<file path="src/rtl/cpu_types_pkg.sv">
// Shared CPU types: word and opcode widths, the HALT opcode, the fetch FSM
// state encoding and the IF/ID field bundle used by the fetch stage.
package cpu_types_pkg;

    localparam int WORD_W = 32;

    typedef logic [WORD_W-1:0] word_t;
    typedef logic [5:0]        opcode_t;

    // Opcode field (instr[31:26]) of the HALT instruction.
    localparam opcode_t OPC_HALT = 6'b111111;

    // Fetch FSM states. FETCH is encoded as zero so the reset value is all-zero.
    typedef enum logic [1:0] {
        FETCH     = 2'd0,
        HALT_PEND = 2'd1,
        HALTED    = 2'd2
    } fetch_state_t;

    // IF/ID fields in the same order as pipe_reg_if (instr, incPC, pc).
    typedef struct packed {
        word_t instr;
        word_t incPC;
        word_t pc;
    } ifid_t;

    // Sequential next PC; plain 32-bit modulo add, wraps silently.
    function automatic word_t pc_plus4(input word_t p);
        return p + word_t'(4);
    endfunction

endpackage

</file>
<file path="src/rtl/fetch_stage_pc_next_sel.sv">
// Next-PC and IF/ID update selection for the fetch stage. Purely
// combinational so the priority order can be exercised on its own.
//
// Priority, highest first:
//   halt_wb > HALTED (absorbing) > ex_redirect > stall > id_redirect
//   > FETCH with ihit > anything else (bubble, PC holds).
// load_ifid_o and bubble_ifid_o are never both high; both low means the
// IF/ID register holds (stall).
module pc_next_sel
    import cpu_types_pkg::*;
(
    input  logic        halt_wb_i,
    input  logic        ex_redirect_i,
    input  logic [31:0] ex_target_i,
    input  logic        stall_i,
    input  logic        id_redirect_i,
    input  logic [31:0] id_target_i,
    input  logic        ihit_i,
    input  logic        is_halt_i,
    input  logic [1:0]  state_i,
    input  logic [31:0] pc_i,
    output logic [31:0] next_pc_o,
    output logic        load_ifid_o,
    output logic        bubble_ifid_o
);

    // Priority mux; defaults describe "hold everything".
    always_comb begin
        next_pc_o     = pc_i;
        load_ifid_o   = 1'b0;
        bubble_ifid_o = 1'b0;
        if (halt_wb_i) begin
            bubble_ifid_o = 1'b1;
        end else if (state_i == HALTED) begin
            bubble_ifid_o = 1'b1;
        end else if (ex_redirect_i) begin
            next_pc_o     = ex_target_i;
            bubble_ifid_o = 1'b1;
        end else if (stall_i) begin
            // Hold PC and IF/ID; a pending ID jump re-presents after the stall.
            next_pc_o     = pc_i;
        end else if (id_redirect_i) begin
            // Delay slot is squashed: any concurrent ihit is dropped.
            next_pc_o     = id_target_i;
            bubble_ifid_o = 1'b1;
        end else if ((state_i == FETCH) && ihit_i) begin
            load_ifid_o   = 1'b1;
            // Never fetch past a HALT: PC stays on the HALT word.
            next_pc_o     = is_halt_i ? pc_i : pc_plus4(pc_i);
        end else begin
            bubble_ifid_o = 1'b1;
        end
    end

endmodule

</file>
<file path="src/rtl/fetch_stage.sv">
// Instruction-fetch stage: owns the PC, drives the icache request and
// produces the IF/ID register (instr, incPC, pc, valid). Handles stalls,
// ID/EX redirects and HALT fetch/retirement.
//
// Icache handshake: iREN is held high in FETCH with iaddr stable until a
// cycle with ihit; the word on iload is consumed only on a rising edge where
// iREN && ihit and no higher-priority event (halt_wb, ex_redirect, stall,
// id_redirect) is present. iREN drops asynchronously while nRST is low.
module fetch_stage
    import cpu_types_pkg::*;
#(
    parameter logic [31:0] PC_INIT  = 32'h0000_0000,
    parameter logic [5:0]  HALT_OPC = OPC_HALT
) (
    input  logic        CLK,
    input  logic        nRST,
    input  logic        ihit,
    input  logic [31:0] iload,
    output logic        iREN,
    output logic [31:0] iaddr,
    input  logic        stall,
    input  logic        id_redirect,
    input  logic [31:0] id_target,
    input  logic        ex_redirect,
    input  logic [31:0] ex_target,
    input  logic        halt_wb,
    output logic [31:0] instr,
    output logic [31:0] incPC,
    output logic [31:0] pc,
    output logic        valid,
    output logic        halted,
    output logic [1:0]  state_dbg
);

    fetch_state_t state_q, state_d;
    word_t        pc_q, pc_d;
    ifid_t        ifid_q, ifid_d;
    logic         valid_q, valid_d;
    logic         halted_q, halted_d;

    logic         is_halt;
    word_t        next_pc;
    logic         load_ifid;
    logic         bubble_ifid;

    assign is_halt = (iload[31:26] == HALT_OPC);

    pc_next_sel u_pc_next_sel (
        .halt_wb_i     (halt_wb),
        .ex_redirect_i (ex_redirect),
        .ex_target_i   (ex_target),
        .stall_i       (stall),
        .id_redirect_i (id_redirect),
        .id_target_i   (id_target),
        .ihit_i        (ihit),
        .is_halt_i     (is_halt),
        .state_i       (state_q),
        .pc_i          (pc_q),
        .next_pc_o     (next_pc),
        .load_ifid_o   (load_ifid),
        .bubble_ifid_o (bubble_ifid)
    );

    // FSM next state; same priority order as the next-PC mux.
    always_comb begin
        state_d = state_q;
        if (halt_wb) begin
            state_d = HALTED;
        end else if (state_q == HALTED) begin
            state_d = HALTED;
        end else if (ex_redirect) begin
            state_d = FETCH;
        end else if (stall) begin
            state_d = state_q;
        end else if (id_redirect) begin
            state_d = FETCH;
        end else if ((state_q == FETCH) && ihit && is_halt) begin
            state_d = HALT_PEND;
        end
    end

    // Next values for PC, IF/ID fields and the sticky halted flag.
    always_comb begin
        pc_d     = next_pc;
        ifid_d   = ifid_q;
        valid_d  = valid_q;
        halted_d = halted_q | (state_d == HALTED);
        if (load_ifid) begin
            ifid_d.instr = iload;
            ifid_d.incPC = pc_plus4(pc_q);
            ifid_d.pc    = pc_q;
            valid_d      = 1'b1;
        end else if (bubble_ifid) begin
            ifid_d  = '0;
            valid_d = 1'b0;
        end
    end

    // State, PC and IF/ID registers with asynchronous active-low reset.
    always_ff @(posedge CLK or negedge nRST) begin
        if (!nRST) begin
            state_q  <= FETCH;
            pc_q     <= PC_INIT;
            ifid_q   <= '0;
            valid_q  <= 1'b0;
            halted_q <= 1'b0;
        end else begin
            state_q  <= state_d;
            pc_q     <= pc_d;
            ifid_q   <= ifid_d;
            valid_q  <= valid_d;
            halted_q <= halted_d;
        end
    end

    // Request is decoded from state; gating with nRST abandons a pending miss.
    assign iREN      = (state_q == FETCH) && nRST;
    assign iaddr     = pc_q;
    assign instr     = ifid_q.instr;
    assign incPC     = ifid_q.incPC;
    assign pc        = ifid_q.pc;
    assign valid     = valid_q;
    assign halted    = halted_q;
    assign state_dbg = state_q;

endmodule

</file>
<file path="config.mk">
export PLATFORM = sky130hd
export DESIGN_NAME = fetch_stage
export DESIGN_NICKNAME = d
export VERILOG_FILES = /design/src/rtl/cpu_types_pkg.sv /design/src/rtl/fetch_stage_pc_next_sel.sv /design/src/rtl/fetch_stage.sv
export SDC_FILE = /design/constraint.sdc
export NUM_CORES = 1
export LEC_CHECK = 0
export CAP_MARGIN = 20
export CORE_ASPECT_RATIO = 0.75
export CORE_MARGIN = 1.5
export CORE_UTILIZATION = 40
export DETAILED_ROUTE_END_ITERATION = 8
export PLACE_DENSITY_LB_ADDON = 0.08
export SLEW_MARGIN = 40
export SYNTH_ARGS = -nofsm -noshare
export SYNTH_HDL_FRONTEND = slang
export SYNTH_SLANG_ARGS = --single-unit
</file>
<file path="constraint.sdc">
create_clock -name CLK -period 1.7 [get_ports CLK]
set_input_delay 0.255 -clock CLK [delete_from_list [all_inputs] [get_ports CLK]]
set_output_delay 0.255 -clock CLK [all_outputs]
set_load 0.01 [all_outputs]
</file>
---- Word-level counts from Yosys, hierarchy flattened ----
Cells that the tools add are included.
cells by class
  add/sub/neg operators ................... 1
  equal/unequal tests ..................... 5
  reductions and logical operators ........ 7
  bitwise operators ....................... 3
  muxes and demuxes ....................... 27
operator list
  operator                                                number
  two-way mux 96 bit                                      2
  two-way mux 32 bit                                      5
  adder 32 x 3 -> 32 bit (second input constant)          1
  two-way mux 1 bit                                       14
  two-way mux 2 bit                                       6
  equality test 6 bit (second input constant)             1
  AND reduction 5 bit                                     1
  equality test 2 bit (second input constant)             2
  logical AND 1 bit                                       3
  inequality test 3 bit (second input constant)           1
  nonzero test 3 bit                                      1
  zero test 2 bit                                         1
  inequality test 2 x 1 -> 1 bit (second input constant)  1
  NOT 1 bit                                               2
  nonzero test 2 bit                                      1
  OR 1 bit                                                1
storage, ports and cells
  output and inout port bits .............. 133
  logic and storage cells ................. 50
  bits of input ports ..................... 103
  register bits ........................... 132

---- Longest topological paths before layout ----
  word-level depth ........................ 11
  mapped depth ............................ 8
  depth with buffers taken out ............ 6

---- Hierarchy ----
A second synthesis with hierarchy kept.
second synthesis, totals
  cell total of the unflattened synthesis .. 685
  area total of the unflattened synthesis .. 6696.4 um2
modules (own cells, without submodules)
  module       area each (um2)  times used  seq. area each (um2)  cells an instance
  fetch_stage  4974.8           1           3253.1                408
  pc_next_sel  1721.7           1           0.0                   277

---- Worst setup path after synthesis ----
Ideal clock, no wire load.
  kind .................................... register to register
  start point ............................. register pc_q[4] (netlist: iaddr[4])
  end point ............................... register pc_q[25] (netlist: iaddr[25])
  setup time .............................. 0.082 ns
  data required time ...................... 1.618 ns
  cell stages (with the launch flop) ...... 7
  buffers on the path ..................... 1
  period minus slack after synthesis ...... 1.927 ns
  setup slack ............................. -0.227 ns
  arrival time ............................ 1.844 ns
  cells stage by stage .................... dfrtp_1 clkbuf_2 nand3_1 nor4_4 nand3_1 o31a_1 o22ai_1
between the ends
  longest elaborated chain between the ends .. 6
RTL lines
  element                 RTL line                       text
  from (decl)             fetch_stage.sv:36              word_t pc_q, pc_d;
  from (signal assigned)  fetch_stage.sv:109             pc_q <= pc_d;
  adder 32 x 3 -> 32 bit  cpu_types_pkg.sv:29            return p + word_t'(4);
  two-way mux 32 bit      fetch_stage_pc_next_sel.sv:49  next_pc_o = is_halt_i ? pc_i : pc_plus4(pc_i);
  two-way mux 32 bit      fetch_stage_pc_next_sel.sv:46  end else if ((state_i == FETCH) && ihit_i) begin
  two-way mux 32 bit      fetch_stage_pc_next_sel.sv:42  end else if (id_redirect_i) begin
  two-way mux 32 bit      fetch_stage_pc_next_sel.sv:39  end else if (stall_i) begin
  two-way mux 32 bit      fetch_stage_pc_next_sel.sv:36  end else if (ex_redirect_i) begin
No other way between the ends. The select of a mux whose other input is x is not followed.
A chain may end at the register's enable or synchronous reset.

---- Worst setup path in the final report ----
  start point ............................. register pc_q[16] (netlist: iaddr[16])
  end point ............................... register pc_q[21] (netlist: iaddr[21])
Same word-level chain as after synthesis.

==> impl_metrics.json <==
{
  "outcome": "complete, but fails checks",
  "violations": "negative hold slack, negative setup slack",
  "ant_nets": 0,
  "syn_to_final_growth_pct": 71.9,
  "rsz0062_at_grt": "yes",
  "cts_max_level": 4,
  "yosys_warnings": 0,
  "final.min_clock_period_ns": 1.77,
  "synth_area_um2": 5990,
  "hp-class": "input pin to async pin",
  "post_layout_nonfiller_instances": 1064,
  "layout_commonest_cell": "clkdlybuf4s50_1",
  "drt_iter0_markers": 354,
  "clockBufferDepth": 2,
  "synth-seq-area-share": 0.543,
  "finalHoldViolations": 34,
  "fillers": 1071,
  "finalCritPeriodShare": 1.04,
  "critPathMaxStageDelay_ns": 0.37,
  "place_inst": 1009,
  "r2r_end": "iaddr[21]",
  "root_buffer": "clkbuf_16",
  "hold-worst-slack_ns": -0.101,
  "reg2regPathDepth": 8,
  "die_h_um": 109,
  "crit_path_end_kind": "flip-flop",
  "fmax_mhz": 564,
  "synth_top_area_cell": "dfrtp_1",
  "grt_overflow_total": 0,
  "core_area_um2": 14500,
  "syn_nets": 645,
  "grt_max_degree": 131,
  "synthCells": 541,
  "wirelength_um": 21000,
  "path_delay_family": "buffers and inverters",
  "fin_nets": 955,
  "synth_seq_cells": 130,
  "pre_cts_ws_ns": -0.341,
  "cts_tree": "built",
  "clkSinkCount": 130,
  "start_util": 0.412,
  "critPathRequiredTime_ns": 2.04,
  "vias_per_cell": 5.51,
  "cp_slowest_cell": "dfrtp_1",
  "synth-async-reset-ratio": 1.00,
  "synth_top_flop_cell": "dfrtp_1",
  "port_buffers": 235,
  "p_leak_nw": 4.57,
  "clk_latency_ns": 0.42,
  "r2r_setup_slack_ns": -0.07,
  "crit_chain": "nand4_1, buf_6, buf_4, nor4_4, buf_6, nand3_1, o31a_1, o22ai_1",
  "routabilityCongestion": 0.828,
  "drv_cap": 0,
  "dp.final_hpwl_um": 14300,
  "die-width_um": 144,
  "rows": 38,
  "finalClockSkew_ns": 0.00796,
  "num_io_pins": 236,
  "placedInstanceArea_um2": 9230,
  "antenna_found_initial": 0,
  "peakVddDrop_mv": 0.703,
  "grt_pass1_vias": 5927,
  "drive_above_1_share": 0.234,
  "p_per_area_nw_per_um2": 1040,
  "finalSetupViolCount": 14,
  "r2r-start": "iaddr[16]",
  "cp-start-kind": "flip-flop",
  "clk_pin_slew_ns": 0.06,
  "dr.pass1.iters": 5,
  "synth_edf_count": 0,
  "worstPathMaxFanout": 7,
  "drc_errors": 0,
  "criticalPathCategory": "flip-flop to flip-flop",
  "num_antenna_cells": 0,
  "maxSlewHeadroom": 0.466,
  "crit_arrival_ns": 2.12,
  "setup_tns_ns": -0.495,
  "num_vias": 5862,
  "grt_pass1_wl_um": 31800,
  "yosys-top-cells-area": "dfrtp_1 54%, a22o_1 15%, o21ai_0 2.6%",
  "synth_cell_types": 50,
  "die-area_um2": 15700,
  "grtUsageTotal": 0.266,
  "path_common_cell": "buf_6",
  "slew_viol_final": 0,
  "numCtsBuffers": 17,
  "final_cell_mix": "202 x clkdlybuf4s50_1, 121 x dfrtp_1, 101 x a22o_1",
  "yosys.area.top_type_share": 0.543,
  "wl_per_cell_um": 19.7,
  "tightest_slew_ns": 0.801,
  "worst_slack_ns": -0.0740,
  "stdcell_area_um2": 10300,
  "utilization": 0.708,
  "crit_buf_inv": 3,
  "avgSynthCellArea_um2": 11.1
}
## power breakdown
| part | total (mW) | switching (mW) | leakage (nW) | internal [mW] |
|---|---|---|---|---|
| Sequential | 3.68 | 0.286 | 1.74 | 3.40 |
| Clock | 3.93 | 1.46 | 0.298 | 2.48 |
| Combinational | 3.04 | 1.57 | 2.54 | 1.47 |
## flip-flops by register name, indices dropped and copies added, names as in the netlist
signal	count
state_dbg	2
instr	32
pc	30
halted	1
incPC	32
iaddr	32
valid	1
## layer usage
metal | track usage | wire [um] | vias up
li1 | - | - | 2664
met1 | 0.348 | 9280 | 2946
met2 | 0.430 | 9870 | 234
met3 | 0.0711 | 1580 | 18
met4 | 0.0909 | 268 | 0
met5 | 0 | 0 | -
## through the flow
stage          hold WS (ns)  power, mW
5_1_grt              0.0475       11.1
3_5_place_dp          0.472       6.61
2_1_floorplan       -0.0406       4.91
4_1_cts              0.0207       10.5
6_report             -0.101       10.7
3_3_place_gp          0.460       6.54
## cells in the mapped netlist, drive strengths merged, types with 9 or more instances
| cell | instances |
|---|---|
| nand3 | 14 |
| xnor2 | 17 |
| buf | 12 |
| xor2 | 11 |
| a21oi | 27 |
| clkbuf | 40 |
| nor2 | 29 |
| o21ai | 31 |
| nand2 | 15 |
| a22o | 101 |
| inv | 12 |
| a22oi | 12 |
| dfrtp | 130 |
| nand4 | 9 |
## worst register-to-register path: stages (launching register included)
cell and delay, ns:
dfrtp_1 0.37, nand4_1 0.14, buf_6 0.16, buf_4 0.13, nor4_4 0.13, buf_6 0.19, nand3_1 0.16, o31a_1 0.27
o22ai_1 0.14
## repair_timing
item | CTS | global route
pin swaps | 16 | 33
buffers inserted | 10 | 14
hold buffers | 0 | 0
endpoints found under the hold margin | 0 | 0
setup endpoints to repair | 54 | 45
resized for setup | 53 | 51
## area by class of cell
cell class | count | area, um2 | area share
repair buffers | 343 | 3280 | 0.319
flip-flops and latches | 130 | 3260 | 0.317
clock inverters | 14 | 204 | 0.0198
clock buffers | 18 | 429 | 0.0417
inverters | 12 | 45.0 | 0.00438
multi-input cells | 347 | 2820 | 0.274
well taps | 200 | 250 | 0.0243
## worst max-delay path by stage
stage | startpoint | end | cells after the start
after CTS | iaddr[16] | iaddr[22] | 7
after detailed placement | id_redirect | iaddr[20] | 7
after floorplan | iaddr[5] | iaddr[23] | 6
after global placement | stall | iaddr[20] | 7
final | iaddr[16] | iaddr[21] | 8
after global routing | iaddr[16] | iaddr[22] | 7
## cells by family after synthesis
family / Yosys count / share of synthesized area
DFF: 130 / 0.543
and+or+nand+nor: 101 / 0.0949
xor gates and xnor gates: 28 / 0.0410
AOI/OAI and AO/OA: 214 / 0.269
adders and majority gates: 1 / 0.00209
muxes: 3 / 0.00501
buffers and inverters: 64 / 0.0445
(Power assumes the default switching activity.)
